$ cat config.mk
export PLATFORM = sky130hd
export DESIGN_NAME = hqm_qed_rf_pg_ctl_flat
export DESIGN_NICKNAME = d
export VERILOG_FILES = /design/src/rtl/hqm_qed_rf_pg_ctl_if.sv /design/src/rtl/hqm_qed_rf_pg_ctl.sv /design/src/flat_wrapper.sv
export SDC_FILE = /design/constraint.sdc
export NUM_CORES = 1
export LEC_CHECK = 0
export CAP_MARGIN = 40
export CORE_MARGIN = 10
export CORE_UTILIZATION = 32
export CTS_CLUSTER_DIAMETER = 150
export DETAILED_ROUTE_END_ITERATION = 16
export PLACE_DENSITY = 0.88
export SKIP_CTS_REPAIR_TIMING = 1
export SYNTH_ARGS = -nofsm -noshare
export SYNTH_HDL_FRONTEND = slang
export SYNTH_SLANG_ARGS = --single-unit
$ cat constraint.sdc
create_clock -name clk -period 2.94 [get_ports clk]
set_input_delay 0.735 -clock clk [delete_from_list [all_inputs] [get_ports clk]]
set_output_delay 0.735 -clock clk [all_outputs]
set_load 0.01 [all_outputs]
$ cat src/rtl/hqm_qed_rf_pg_ctl_if.sv
// Functional request/response bundle between the QED pipeline and the RF power-gate controller.
interface hqm_qed_rf_pg_ctl_if #(
    parameter int AW = 2,
    parameter int DW = 45
);
    logic          wr_v;
    logic [AW-1:0] wr_addr;
    logic [DW-1:0] wr_data;
    logic          wr_rdy;
    logic          rd_v;
    logic [AW-1:0] rd_addr;
    logic          rd_rdy;
    logic          rd_data_v;
    logic [DW-1:0] rd_data;

    modport master (
        output wr_v, wr_addr, wr_data, rd_v, rd_addr,
        input  wr_rdy, rd_rdy, rd_data_v, rd_data
    );

    modport slave (
        input  wr_v, wr_addr, wr_data, rd_v, rd_addr,
        output wr_rdy, rd_rdy, rd_data_v, rd_data
    );
endinterface

$ cat src/rtl/hqm_qed_rf_pg_ctl.sv
// Power-gate sequencer and access controller for a small power-gated 2-port RF.
// Optional stored parity bit and read parity check: define HQM_QED_RF_PG_PARITY_EN.
module hqm_qed_rf_pg_ctl #(
    parameter int DEPTH    = 4,
    parameter int AW       = 2,
    parameter int DW       = 45,
    parameter int IDLE_CYC = 64,
    parameter int PWR_TMO  = 16,
`ifdef HQM_QED_RF_PG_PARITY_EN
    localparam int MW = DW + 1
`else
    localparam int MW = DW
`endif
) (
    input  logic                 clk,
    input  logic                 rst_n,
    hqm_qed_rf_pg_ctl_if.slave   qed,
    output logic                 mem_we,
    output logic [AW-1:0]        mem_waddr,
    output logic [MW-1:0]        mem_wdata,
    output logic                 mem_re,
    output logic [AW-1:0]        mem_raddr,
    input  logic [MW-1:0]        mem_rdata,
    output logic                 pgcb_isol_en,
    output logic                 pwr_enable_b,
    input  logic                 pwr_enable_b_ack,
    output logic                 pwr_on,
    output logic                 pwr_err,
    output logic                 par_err
);

    localparam int TW = (PWR_TMO > 0) ? $clog2(PWR_TMO + 1) : 1;
    localparam int IW = (IDLE_CYC > 0) ? $clog2(IDLE_CYC + 1) : 1;

    typedef enum logic [2:0] {OFF, PUP, DEISO, INIT, ACTIVE, ISO, PDN} state_t;

    state_t        state_r;
    logic [TW-1:0] timer_r;
    logic [AW-1:0] addr_cnt_r;
    logic [IW-1:0] idle_r;
    logic          rdy_r;
    logic          pwr_on_r;
    logic          pwr_en_b_r;
    logic          isol_r;
    logic          pwr_err_r;
    logic          rd_data_v_r;

    logic          req_s;
    logic          wr_acc_s;
    logic          rd_acc_s;
    logic          tmo_s;
    logic          idle_hit_s;

    function automatic logic even_par(input logic [DW-1:0] d);
        return ^d;
    endfunction

    assign req_s      = qed.wr_v | qed.rd_v;
    assign wr_acc_s   = qed.wr_v & rdy_r;
    assign rd_acc_s   = qed.rd_v & rdy_r;
    assign tmo_s      = (timer_r <= TW'(1));
    assign idle_hit_s = (idle_r >= IW'(IDLE_CYC - 1));

    // Memory port steering: INIT zero-fill, otherwise the accepted functional request.
    always_comb begin
        mem_we    = 1'b0;
        mem_waddr = '0;
        mem_wdata = '0;
        mem_re    = 1'b0;
        mem_raddr = '0;
        if (state_r == INIT) begin
            mem_we    = 1'b1;
            mem_waddr = addr_cnt_r;
        end else if (wr_acc_s) begin
            mem_we    = 1'b1;
            mem_waddr = qed.wr_addr;
`ifdef HQM_QED_RF_PG_PARITY_EN
            mem_wdata = {even_par(qed.wr_data), qed.wr_data};
`else
            mem_wdata = qed.wr_data;
`endif
        end else begin
            mem_we    = 1'b0;
        end
        if (rd_acc_s) begin
            mem_re    = 1'b1;
            mem_raddr = qed.rd_addr;
        end else begin
            mem_re    = 1'b0;
        end
    end

    // Power sequencing FSM with registered control outputs.
    always_ff @(posedge clk or negedge rst_n) begin
        if (!rst_n) begin
            state_r     <= OFF;
            timer_r     <= '0;
            addr_cnt_r  <= '0;
            idle_r      <= '0;
            rdy_r       <= 1'b0;
            pwr_on_r    <= 1'b0;
            pwr_en_b_r  <= 1'b1;
            isol_r      <= 1'b1;
            pwr_err_r   <= 1'b0;
            rd_data_v_r <= 1'b0;
        end else begin
            rd_data_v_r <= rd_acc_s;
            case (state_r)
                OFF: begin
                    if (req_s) begin
                        state_r    <= PUP;
                        pwr_en_b_r <= 1'b0;
                        timer_r    <= TW'(PWR_TMO);
                    end
                end
                PUP: begin
                    if (!pwr_enable_b_ack) begin
                        state_r <= DEISO;
                        isol_r  <= 1'b0;
                    end else if (tmo_s) begin
                        state_r    <= OFF;
                        pwr_err_r  <= 1'b1;
                        pwr_en_b_r <= 1'b1;
                    end else begin
                        timer_r <= timer_r - TW'(1);
                    end
                end
                DEISO: begin
                    state_r    <= INIT;
                    addr_cnt_r <= '0;
                end
                INIT: begin
                    if (addr_cnt_r == AW'(DEPTH - 1)) begin
                        state_r    <= ACTIVE;
                        addr_cnt_r <= '0;
                        rdy_r      <= 1'b1;
                        pwr_on_r   <= 1'b1;
                        idle_r     <= '0;
                    end else begin
                        addr_cnt_r <= addr_cnt_r + AW'(1);
                    end
                end
                ACTIVE: begin
                    // Leave only on a cycle with no request, so nothing is accepted on exit.
                    if (req_s) begin
                        idle_r <= '0;
                    end else if ((IDLE_CYC != 0) && idle_hit_s && !rd_data_v_r) begin
                        state_r  <= ISO;
                        rdy_r    <= 1'b0;
                        pwr_on_r <= 1'b0;
                        isol_r   <= 1'b1;
                        idle_r   <= IW'(IDLE_CYC);
                    end else if (idle_hit_s) begin
                        idle_r <= IW'(IDLE_CYC);
                    end else begin
                        idle_r <= idle_r + IW'(1);
                    end
                end
                ISO: begin
                    state_r    <= PDN;
                    pwr_en_b_r <= 1'b1;
                    timer_r    <= TW'(PWR_TMO);
                end
                PDN: begin
                    if (pwr_enable_b_ack) begin
                        state_r <= OFF;
                    end else if (tmo_s) begin
                        state_r   <= OFF;
                        pwr_err_r <= 1'b1;
                    end else begin
                        timer_r <= timer_r - TW'(1);
                    end
                end
                default: begin
                    state_r    <= OFF;
                    rdy_r      <= 1'b0;
                    pwr_on_r   <= 1'b0;
                    pwr_en_b_r <= 1'b1;
                    isol_r     <= 1'b1;
                end
            endcase
        end
    end

    // The RF returns data one cycle after mem_re, so read data is presented straight from it.
    assign qed.wr_rdy    = rdy_r;
    assign qed.rd_rdy    = rdy_r;
    assign qed.rd_data_v = rd_data_v_r;
    assign qed.rd_data   = rd_data_v_r ? mem_rdata[DW-1:0] : '0;
    assign pgcb_isol_en  = isol_r;
    assign pwr_enable_b  = pwr_en_b_r;
    assign pwr_on        = pwr_on_r;
    assign pwr_err       = pwr_err_r;
`ifdef HQM_QED_RF_PG_PARITY_EN
    assign par_err       = rd_data_v_r & (^mem_rdata);
`else
    assign par_err       = 1'b0;
`endif

endmodule

$ cat src/flat_wrapper.sv
// flat-port wrapper written by rule: the top's interface ports become plain ports
module hqm_qed_rf_pg_ctl_flat 
#(
    parameter int DEPTH    = 4,
    parameter int AW       = 2,
    parameter int DW       = 45,
    parameter int IDLE_CYC = 64,
    parameter int PWR_TMO  = 16,

    localparam int MW = DW

)
  (clk, rst_n, mem_we, mem_waddr, mem_wdata, mem_re, mem_raddr, mem_rdata, pgcb_isol_en, pwr_enable_b, pwr_enable_b_ack, pwr_on, pwr_err, par_err, qed_wr_v, qed_wr_addr, qed_wr_data, qed_rd_v, qed_rd_addr, qed_wr_rdy, qed_rd_rdy, qed_rd_data_v, qed_rd_data);
  hqm_qed_rf_pg_ctl_if #(.AW(AW), .DW(DW)) qed_i ();
  input  logic clk;
  input  logic rst_n;
  output logic mem_we;
  output logic [AW-1:0] mem_waddr;
  output logic [MW-1:0] mem_wdata;
  output logic mem_re;
  output logic [AW-1:0] mem_raddr;
  input  logic [MW-1:0] mem_rdata;
  output logic pgcb_isol_en;
  output logic pwr_enable_b;
  input  logic pwr_enable_b_ack;
  output logic pwr_on;
  output logic pwr_err;
  output logic par_err;
  input wire logic [$bits(qed_i.wr_v)-1:0] qed_wr_v;
  input wire logic [$bits(qed_i.wr_addr)-1:0] qed_wr_addr;
  input wire logic [$bits(qed_i.wr_data)-1:0] qed_wr_data;
  input wire logic [$bits(qed_i.rd_v)-1:0] qed_rd_v;
  input wire logic [$bits(qed_i.rd_addr)-1:0] qed_rd_addr;
  output wire logic [$bits(qed_i.wr_rdy)-1:0] qed_wr_rdy;
  output wire logic [$bits(qed_i.rd_rdy)-1:0] qed_rd_rdy;
  output wire logic [$bits(qed_i.rd_data_v)-1:0] qed_rd_data_v;
  output wire logic [$bits(qed_i.rd_data)-1:0] qed_rd_data;
  assign qed_i.wr_v = qed_wr_v;
  assign qed_i.wr_addr = qed_wr_addr;
  assign qed_i.wr_data = qed_wr_data;
  assign qed_i.rd_v = qed_rd_v;
  assign qed_i.rd_addr = qed_rd_addr;
  assign qed_wr_rdy = qed_i.wr_rdy;
  assign qed_rd_rdy = qed_i.rd_rdy;
  assign qed_rd_data_v = qed_i.rd_data_v;
  assign qed_rd_data = qed_i.rd_data;
  hqm_qed_rf_pg_ctl #(.DEPTH(DEPTH), .AW(AW), .DW(DW), .IDLE_CYC(IDLE_CYC), .PWR_TMO(PWR_TMO)) u_core (.clk(clk), .rst_n(rst_n), .qed(qed_i), .mem_we(mem_we), .mem_waddr(mem_waddr), .mem_wdata(mem_wdata), .mem_re(mem_re), .mem_raddr(mem_raddr), .mem_rdata(mem_rdata), .pgcb_isol_en(pgcb_isol_en), .pwr_enable_b(pwr_enable_b), .pwr_enable_b_ack(pwr_enable_b_ack), .pwr_on(pwr_on), .pwr_err(pwr_err), .par_err(par_err));
endmodule
==> flow_summary.ini <==
[status]
status = finished clean

[cts]
insertion_delay_ns = 0.26
cts_buffers = 3
max-clock-path-buffers = 2
clkTransAtPathRegs_ns = 0.07
cts_tree = yes
cts_sinks = 22
cts_max_level = 1
cts_root_buf = clkbuf_8

[job]
max_cap_viol_count = 0

[finish]
diodes = 0
synthToLayoutAreaGrowth_pct = 116
n_fill_cell = 437
fin_cells = 521
final_net_count = 551
drive_gt1_share_pct = 5.61

[detailed_routing]
num_vias = 2469
post_drt_wl_per_cell_microns = 19.9
routed_wl_microns = 10400
routed_via_density = 4.74
drc = 0
drt_first_pass_iters = 4
drtIter0Drc = 95
antenna_left = 0

[power_and_ir_drop]
cellPowerDensity_nw_per_um2 = 620
max-vdd-ir-drop_v = 0.000526
leakage_nw = 2.36

[worst_hold_path]
whs_endpoint = u_core.pwr_err
worstHoldStart = u_core.pwr_err
min_path_cells = 2
hold_class = reg2reg

[sta]
fin_skew_ns = 0.00364
fin_setup_tns_ns = 0
fmax_mhz = 348
timing.final.crit_share_pct = 97.7
setup_viol = 0
finalHoldViolCount = 0
maxSlewViolCount = 0
rsz0062_at_grt = false
fin_ws_ns = 0.0681
fin_crit_ns = 2.87

[worst_setup_path]
critPathArrivalTime_ns = 2.14
start_kind = input port
cp_cell_sequence = clkdlybuf4s50_1 > buf_4 > nand3_1 > o21ai_0 > clkdlybuf4s50_1
cp.required_ns = 2.20
cp_num_cells = 5
slowest_delay_ns = 0.58
crit_slowest_cell = clkdlybuf4s50_1
r2r_cells = 6
end_kind = primary output
worstSetupPathType = in2out
cp_num_buf_inv = 3
rr_startpoint = u_core.idle_r[0]
worst_path_dominant_cell_family = buffers and inverters
rr_endpoint = u_core.qed.rd_rdy
r2r_setup_slack_ns = 1.26
path_max_fanout = 4
crit_top_cell = clkdlybuf4s50_1

[logic_synthesis]
yosys.area.top_type = and2_1
ys_ff_latch = 22
syn_nets = 352
synthCells = 249
yosys_most_used_dff = dfrtp_1
ys_seq_area_share_pct = 28.3
async_flop_share_pct = 100
yosys-top-cells-area = and2_1, dfrtp_1, o21ai_1
syn_area_per_cell_sq_um = 7.84
synth_top_cell_area_share_pct = 29.2
yosysWarnings = 0
synth_most_common_cell = and2_1
netlist_area_sq_um = 1950
synth_commonest_cells = and2_1, dfrtp_1, nand2_1
synth_cell_types = 47
synth-edff-count = 0

[grt]
antenna_found_initial = 0
grt_max_degree = 47
grt_first_pass_wirelength_microns = 15300
grt-ovfl-total = 0
grt_pass1_vias = 2423
track_usage_pct = 19.9

[die]
coreArea_sq_um = 5920
num_rows = 28
die_h_microns = 98.1
dieArea_sq_um = 9620
fp.dieW_microns = 98.1
start_util_pct = 33.0
pin_count = 203

[place]
portBuffers = 201
gp_congestion = 0.897
place_ws_ns = -0.162
dp_cells = 518
dpl.hpwl_microns = 8960
[layout by cell type, fill, tap and decap left out, types with 5 or more instances in the layout]
cell type / instances
a21oi_1: 7
and2_1: 91
buf_4: 8
clkdlybuf4s50_1: 156
dfrtp_1: 20
dlymetal6s2s_1: 45
inv_1: 7
nand2_1: 16
nand2b_1: 7
nor2_1: 9
o21ai_0: 5
o21ai_1: 12
[tightest hold or removal path, cell delays in order (launching register included)]
cell     delay (ns)
dfrtp_1        0.35
inv_1          0.04
o31ai_1        0.05
[per-layer routing]
| metal | track usage, % | vias to the layer above | share of wire [%] |
|---|---|---|---|
| met5 | 0 | - | 0 |
| met4 | 2.57 | 0 | 0.91 |
| met3 | 6.13 | 9 | 8.2 |
| met2 | 36.6 | 121 | 53 |
| met1 | 22.4 | 1122 | 38 |
| li1 | - | 1217 | - |
[where the power goes]
| part | internal, mW | total [mW] | switching, mW |
|---|---|---|---|
| clock network | 0.0913 | 0.180 | 0.0888 |
| registers | 0.421 | 0.520 | 0.0985 |
| logic | 1.00 | 1.91 | 0.909 |
[kinds of logic after synthesis]
kind of cell | Yosys count | synth area share (%)
xor gates and xnor gates | 2 | 0.898
adders and majority gates | 4 | 2.56
DFF | 22 | 28.3
other | 1 | 0.192
and+or+nand+nor | 147 | 44.8
AOI/OAI and AO/OA | 47 | 16.8
muxes | 2 | 1.03
buffers and inverters | 24 | 5.38
[state kept, by name (all words and copies together), names as in the netlist]
name and flops:
u_core.timer_r 5, u_core.qed.rd_data_v 1, u_core.addr_cnt_r 2, u_core.qed.rd_rdy 1
u_core.pgcb_isol_en 1, u_core.state_r 3, u_core.pwr_enable_b 1, u_core.pwr_err 1
u_core.idle_r 7
[through the flow]
| step | area [sq um] | util, % | power [mW] | hold WS, ns |
|---|---|---|---|---|
| global placement | 4060 | 68.6 | 2.44 | 0.464 |
| finish | 4220 | 71.2 | 2.61 | 0.475 |
| detailed placement | 4060 | 68.6 | 2.49 | 0.469 |
| floorplan | 1950 | - | 1.48 | 0.439 |
| CTS | 4100 | 69.3 | 2.69 | 0.486 |
| global route | 4220 | 71.2 | 2.82 | 0.504 |
[final cells by class]
class                           instances  area (sq um)  share of cell area (%)
Clock buffer                            3          41.3                   0.979
Inverter                                8          30.0                   0.712
Multi-Input combinational cell        203          1290                    30.7
Sequential cell                        22           553                    13.1
Tap cell                               75          93.8                    2.23
Timing Repair Buffer                  210          2200                    52.3
[worst max path at each step]
stage	endpoint	start	slack [ns]
final	mem_waddr[1]	qed_wr_v	0.07
after global routing	mem_waddr[1]	qed_wr_v	0.003
after CTS	mem_wdata[14]	qed_wr_v	-0.16
after detailed placement	mem_wdata[14]	qed_wr_v	-0.16
after global placement	mem_wdata[14]	qed_wr_v	-0.16
after floorplan	mem_wdata[10]	qed_wr_v	0.82
Power figures use the tool's default switching activity.
==> variant 1 (same settings) <==
Re-encode `state_t` (7 states) as one-hot, 7 bits wide.
--- a/src/rtl/hqm_qed_rf_pg_ctl.sv
+++ b/src/rtl/hqm_qed_rf_pg_ctl.sv
@@ -33,5 +33,5 @@
     localparam int IW = (IDLE_CYC > 0) ? $clog2(IDLE_CYC + 1) : 1;
 
-    typedef enum logic [2:0] {OFF, PUP, DEISO, INIT, ACTIVE, ISO, PDN} state_t;
+    typedef enum logic [6:0] {OFF = 7'b0000001, PUP = 7'b0000010, DEISO = 7'b0000100, INIT = 7'b0001000, ACTIVE = 7'b0010000, ISO = 7'b0100000, PDN = 7'b1000000} state_t;
 
     state_t        state_r;
Function: same outputs for any inputs over 10 cycles, from zero or initial values and one cycle with rst_n low; not proved beyond that.
==> variant 1 against the original RTL <==
Routed wire length grew 19%; combinational power down 47%; global-route usage rose by 0.58 points; sequential cell count grew 4; synthesized area rose by 18%; worst setup slack improved by 68 ps; highest routed layer unchanged; non-clock buffer count increased by 8; cell area grew 11%; total power fell by 34%.
==> variant 1: results (changes against the original RTL) <==
result of the run=finished clean (unchanged); biggest registers after layout=u_core.idle_r: 7 flops, u_core.state_r: 7 flops, u_core.timer_r: 5 flops (was u_core.idle_r: 7 flops, u_core.timer_r: 5 flops, u_core.state_r: 3 flops); top cell types by occurrence after synthesis=92 x and2_1, 23 x dfrtp_1, 21 x o21ai_0, 19 x nor2_1, 14 x nand2_1 (was 91 x and2_1, 20 x dfrtp_1, 16 x nand2_1, 12 x o21ai_1, 10 x clkbuf_1); number of antenna violations at the first check in global routing=1 (was 0); Synth cell types=54 (was 47); ratio of cells with drive above 1 in the final layout=7.04% (was 5.61%); maxcap violations=0 (unchanged); Detail Placement HPWL=10300 um (was 8960 um); total routed wirelength=12400 um (was 10400 um); combined area of the multi-input logic cells=1530 sq um (was 1290 sq um); first-pass GRT wire length=18000 um (was 15300 um); P_leak=2.69 nW (was 2.36 nW); gr usage total=20.5% (was 19.9%); cell with the largest stage delay on the worst path=clkdlybuf4s50_1 (unchanged); Synthesized Nets=397 (was 352); drt first pass iters=5 (was 4); Max stage delay on crit path=620 ps (was 580 ps); Layout Cells excl Fill=594 (was 521); net switching power of the design=0.000686 W (was 0.00110 W); Clock transition at path regs=90 ps (was 70 ps); arithmetic-cell share of the synthesized area counting full adders, half adders and majority gates=2.18% (was 2.56%); net count reported at finish=601 (was 551); sequential group share of total power=29.9% (was 19.9%); Avg Inst Size Synth=7.81 sq um (was 7.84 sq um); worst clock skew=5.25 ps (was 3.64 ps); starting DRC count in detailed routing=145 (was 95); compound-gate portion of the synthesized area=17.6% (was 16.8%); layout filler cell count=553 (was 437); largest voltage drop on the vdd net=338 uV (was 526 uV); instance area at placement=4470 sq um (was 4060 sq um); root buffer selected by CTS=clkbuf_8 (unchanged); worst min-delay path category=flip-flop to flip-flop (unchanged); top area cells in the synthesized netlist=and2_1 25%, dfrtp_1 25%, o21ai_0 4.6%, dfstp_2 3.4%, nor2_1 3.1% (was and2_1 29%, dfrtp_1 26%, o21ai_1 3.1%, nand2_1 3.1%, dfstp_2 2.7%); vias per inst=5.07 (was 4.74); routability cong.=0.963 (was 0.897); Max Root-Sink Buffers=2 (unchanged); register area share after synthesis=28.5% (was 28.3%); Synth Area in XOR/XNOR=1.91% (was 0.897%); pin count of the biggest net entering global routing=46 (was 47); worst slack, placed=-160 ps (was -162 ps); fraction of synthesized area in multiplexers=0.981% (was 1.03%)
-- variant 1: cell types whose count changed in the layout (fill, tap and decap cells not counted), moves of 3 or more --
cell,unedited run,this run
a2bb2oi_1,0,3
a31oi_1,4,0
buf_4,8,15
dfrtp_1,20,23
nand2b_1,7,1
nand3_1,4,11
nor2_1,9,17
nor3_1,4,9
o211ai_1,0,3
o21ai_0,5,21
o21ai_1,12,1
or4_1,0,3
-- variant 1: path summary, 6_finish.rpt --
check                                      end  slack [ps]  cells after the start              start
max                               mem_raddr[0]         140                      3           qed_rd_v
min                             u_core.pwr_err         500                      1     u_core.pwr_err
max reg2reg                  u_core.qed.rd_rdy         760                      5  u_core.state_r[2]
min reg2reg                     u_core.pwr_err         500                      1     u_core.pwr_err
max in group asynchronous  u_core.pgcb_isol_en        1810                      2              rst_n
min in group asynchronous     u_core.idle_r[3]         830                      2              rst_n
-- variant 1: routing by layer --
metal	vias to the layer above	global-route usage (%)	share of wire, %
met5	-	0	0
met4	0	2.55	1.0
met3	10	9.28	13
met2	222	38.2	51
met1	1368	21.1	35
li1	1409	-	-
-- variant 1: power groups by stage --
| stage | sequential (W) | clock [W] | combinational, W |
|---|---|---|---|
| detailed placement | 0.000517 | 0 | 0.000983 |
| global placement | 0.000511 | 0 | 0.000955 |
| floorplan | 0.000509 | 0 | 0.000575 |
| finish | 0.000518 | 0.000206 | 0.00101 |
| CTS | 0.000510 | 0.000209 | 0.000991 |
| global route | 0.000529 | 0.000223 | 0.00111 |
-- variant 1: cell type report --
| cell class | instances | share of cell area, % |
|---|---|---|
| inverters | 9 | 0.723 |
| clock buffers | 4 | 0.964 |
| well taps | 96 | 2.57 |
| flip-flops and latches | 26 | 14.0 |
| multi-input cells | 240 | 32.8 |
| repair buffers | 218 | 48.9 |
| diodes | 1 | 0.0535 |
==> variant 2 (same flow settings) <==
Made on the original files. `AW` is set to 2 in 3 places; all go to 3.
--- a/src/rtl/hqm_qed_rf_pg_ctl_if.sv
+++ b/src/rtl/hqm_qed_rf_pg_ctl_if.sv
@@ -1,5 +1,5 @@
 // Functional request/response bundle between the QED pipeline and the RF power-gate controller.
 interface hqm_qed_rf_pg_ctl_if #(
-    parameter int AW = 2,
+    parameter int AW = 3,
     parameter int DW = 45
 );
--- a/src/rtl/hqm_qed_rf_pg_ctl.sv
+++ b/src/rtl/hqm_qed_rf_pg_ctl.sv
@@ -3,5 +3,5 @@
 module hqm_qed_rf_pg_ctl #(
     parameter int DEPTH    = 4,
-    parameter int AW       = 2,
+    parameter int AW       = 3,
     parameter int DW       = 45,
     parameter int IDLE_CYC = 64,
--- a/src/flat_wrapper.sv
+++ b/src/flat_wrapper.sv
@@ -3,5 +3,5 @@
 #(
     parameter int DEPTH    = 4,
-    parameter int AW       = 2,
+    parameter int AW       = 3,
     parameter int DW       = 45,
     parameter int IDLE_CYC = 64,
Ports: changed (resized mem_raddr, mem_waddr, qed_rd_addr and qed_wr_addr); port bits go from 203 to 207. The function was not compared with the original's and may differ.
==> variant 2 against the original RTL <==
Sequential share of layout area up 0.088 points; cell count up 1.7%; total power down 9.8%; sequential cell count up 1; non-clock buffer count up 7; routed wire length up 9.5%; cell area up 3.8%; via count up 3.6%; clock skew down 1.9 ps; worst setup slack about the same; clock power up 13%; maximum frequency about the same; synthesized area up 4.2%; count of clock-buffer cells in the layout up 1; critical path type unchanged.
==> variant 2: results (changes against the original RTL) <==
result of the run=finished clean (unchanged); Max stage delay on crit path=510 ps (was 580 ps); depth of the worst register-to-register path=5 (was 6); pin count of the biggest net entering global routing=48 (was 47); first-pass GRT wire length=15900 um (was 15300 um); worst clock skew=1.72 ps (was 3.64 ps); Synthesized Nets=355 (was 352); register area share after synthesis=28.4% (was 28.3%); largest voltage drop on the vdd net=353 uV (was 526 uV); gr usage total=20.5% (was 19.9%); average wire per standard cell=21.4 um (was 19.9 um); number of vias after detailed routing=2559 (was 2469); Synth cell types=55 (was 47); top area cells in the synthesized netlist=and2_1 28%, dfrtp_1 26%, dfstp_2 2.6%, nor2_1 2.6%, ha_1 2.5% (was and2_1 29%, dfrtp_1 26%, o21ai_1 3.1%, nand2_1 3.1%, dfstp_2 2.7%); Crit Reg-Reg Startpoint=u_core.state_r[0] (was u_core.idle_r[0]); top cell types by occurrence after synthesis=92 x and2_1, 21 x dfrtp_1, 14 x nor2_1, 12 x nand2_1, 10 x clkbuf_1 (was 91 x and2_1, 20 x dfrtp_1, 16 x nand2_1, 12 x o21ai_1, 10 x clkbuf_1); Detail Placement HPWL=9700 um (was 8960 um); worst setup path end=mem_wdata[25] (was mem_waddr[1]); net count reported at finish=561 (was 551); starting DRC count in detailed routing=119 (was 95); biggest registers after layout=u_core.idle_r: 7 flops, u_core.timer_r: 5 flops (was u_core.idle_r: 7 flops, u_core.timer_r: 5 flops, u_core.state_r: 3 flops); layout filler cell count=467 (was 437); count of buffers inserted at the top-level ports=205 (was 201); setup slack of the worst register-to-register path=1200 ps (was 1260 ps); critical path fanouts, max=19 (was 4); worst slack, placed=-195 ps (was -162 ps)
variant 2: cell types whose count changed after synthesis, moves of 3 or more:
cell	before	now
o21ai_0	5	9
inv_1	7	4
nor2_2	3	0
a211oi_1	0	3
o21ai_1	12	0
nor2_1	9	14
nand2_1	16	12
buf_2	3	0
a31oi_1	4	1
mux2_2	0	3
variant 2: worst min-delay path by stage:
stage / end / slack [ps] / cells after the start
2_1_floorplan: u_core.addr_cnt_r[0] / 440 / 0
3_3_place_gp: u_core.pwr_err / 460 / 1
3_5_place_dp: u_core.pwr_err / 460 / 1
4_1_cts: u_core.pwr_err / 480 / 1
5_1_grt: u_core.pwr_err / 490 / 1
6_report: u_core.pwr_err / 480 / 1
variant 2: kinds of logic (layout without fill, tap and decap cells):
group | count (synthesis) | after routing | share of synthesized area (%)
multiplexers | 4 | 4 | 2.15
other | 1 | 1 | 0.184
AO/OA/AOI/OAI | 43 | 43 | 15.5
AND/OR/NAND/NOR | 153 | 153 | 45.4
XOR/XNOR | 2 | 2 | 0.862
adder cells (fa/ha/maj) | 4 | 4 | 2.46
flip-flops | 23 | 23 | 28.4
buffers and inverters | 20 | 225 | 4.98
variant 2: worst register-to-register path: stages, from the launching register on:
cell       delay (ps)
dfrtp_1           380
buf_4             190
or2_2             300
o21a_1            180
o2bb2ai_1         220
mux2_2            360
variant 2: cell type report:
cell class	instances	share of cell area [%]
clock buffer	4	1.03
inverter	4	0.343
multi-input combinational	207	30.9
sequential	23	13.2
tap	75	2.14
timing repair buffer	217	52.4
variant 2: where the power goes:
group	internal [W]	total [W]	leakage (nW)	switching [W]
Clock	0.0000969	0.000203	0.0228	0.000106
Combinational	0.000896	0.00167	2.24	0.000769
Sequential	0.000414	0.000487	0.292	0.0000726
Total	0.00141	0.00236	2.55	0.000948
variant 2: per-layer routing:
| metal | global-route usage (%) | part of all wire [%] | up-vias |
|---|---|---|---|
| li1 | - | - | 1250 |
| met1 | 20.7 | 35 | 1186 |
| met2 | 39.7 | 56 | 111 |
| met3 | 6.64 | 7.8 | 12 |
| met4 | 3.86 | 1.6 | 0 |
| met5 | 0 | 0 | - |
variant 2: per-stage QoR:
| stage | util [%] | cell area, sq um | power [W] | cells |
|---|---|---|---|---|
| finish | 72.2 | 4380 | 0.00236 | 530 |
| floorplan | - | 2030 | 0.00131 | 250 |
| detailed placement | 69.0 | 4180 | 0.00218 | 524 |
| CTS | 69.7 | 4230 | 0.00238 | 528 |
| global placement | 69.0 | 4180 | 0.00214 | 524 |
| global route | 72.2 | 4380 | 0.00252 | 530 |
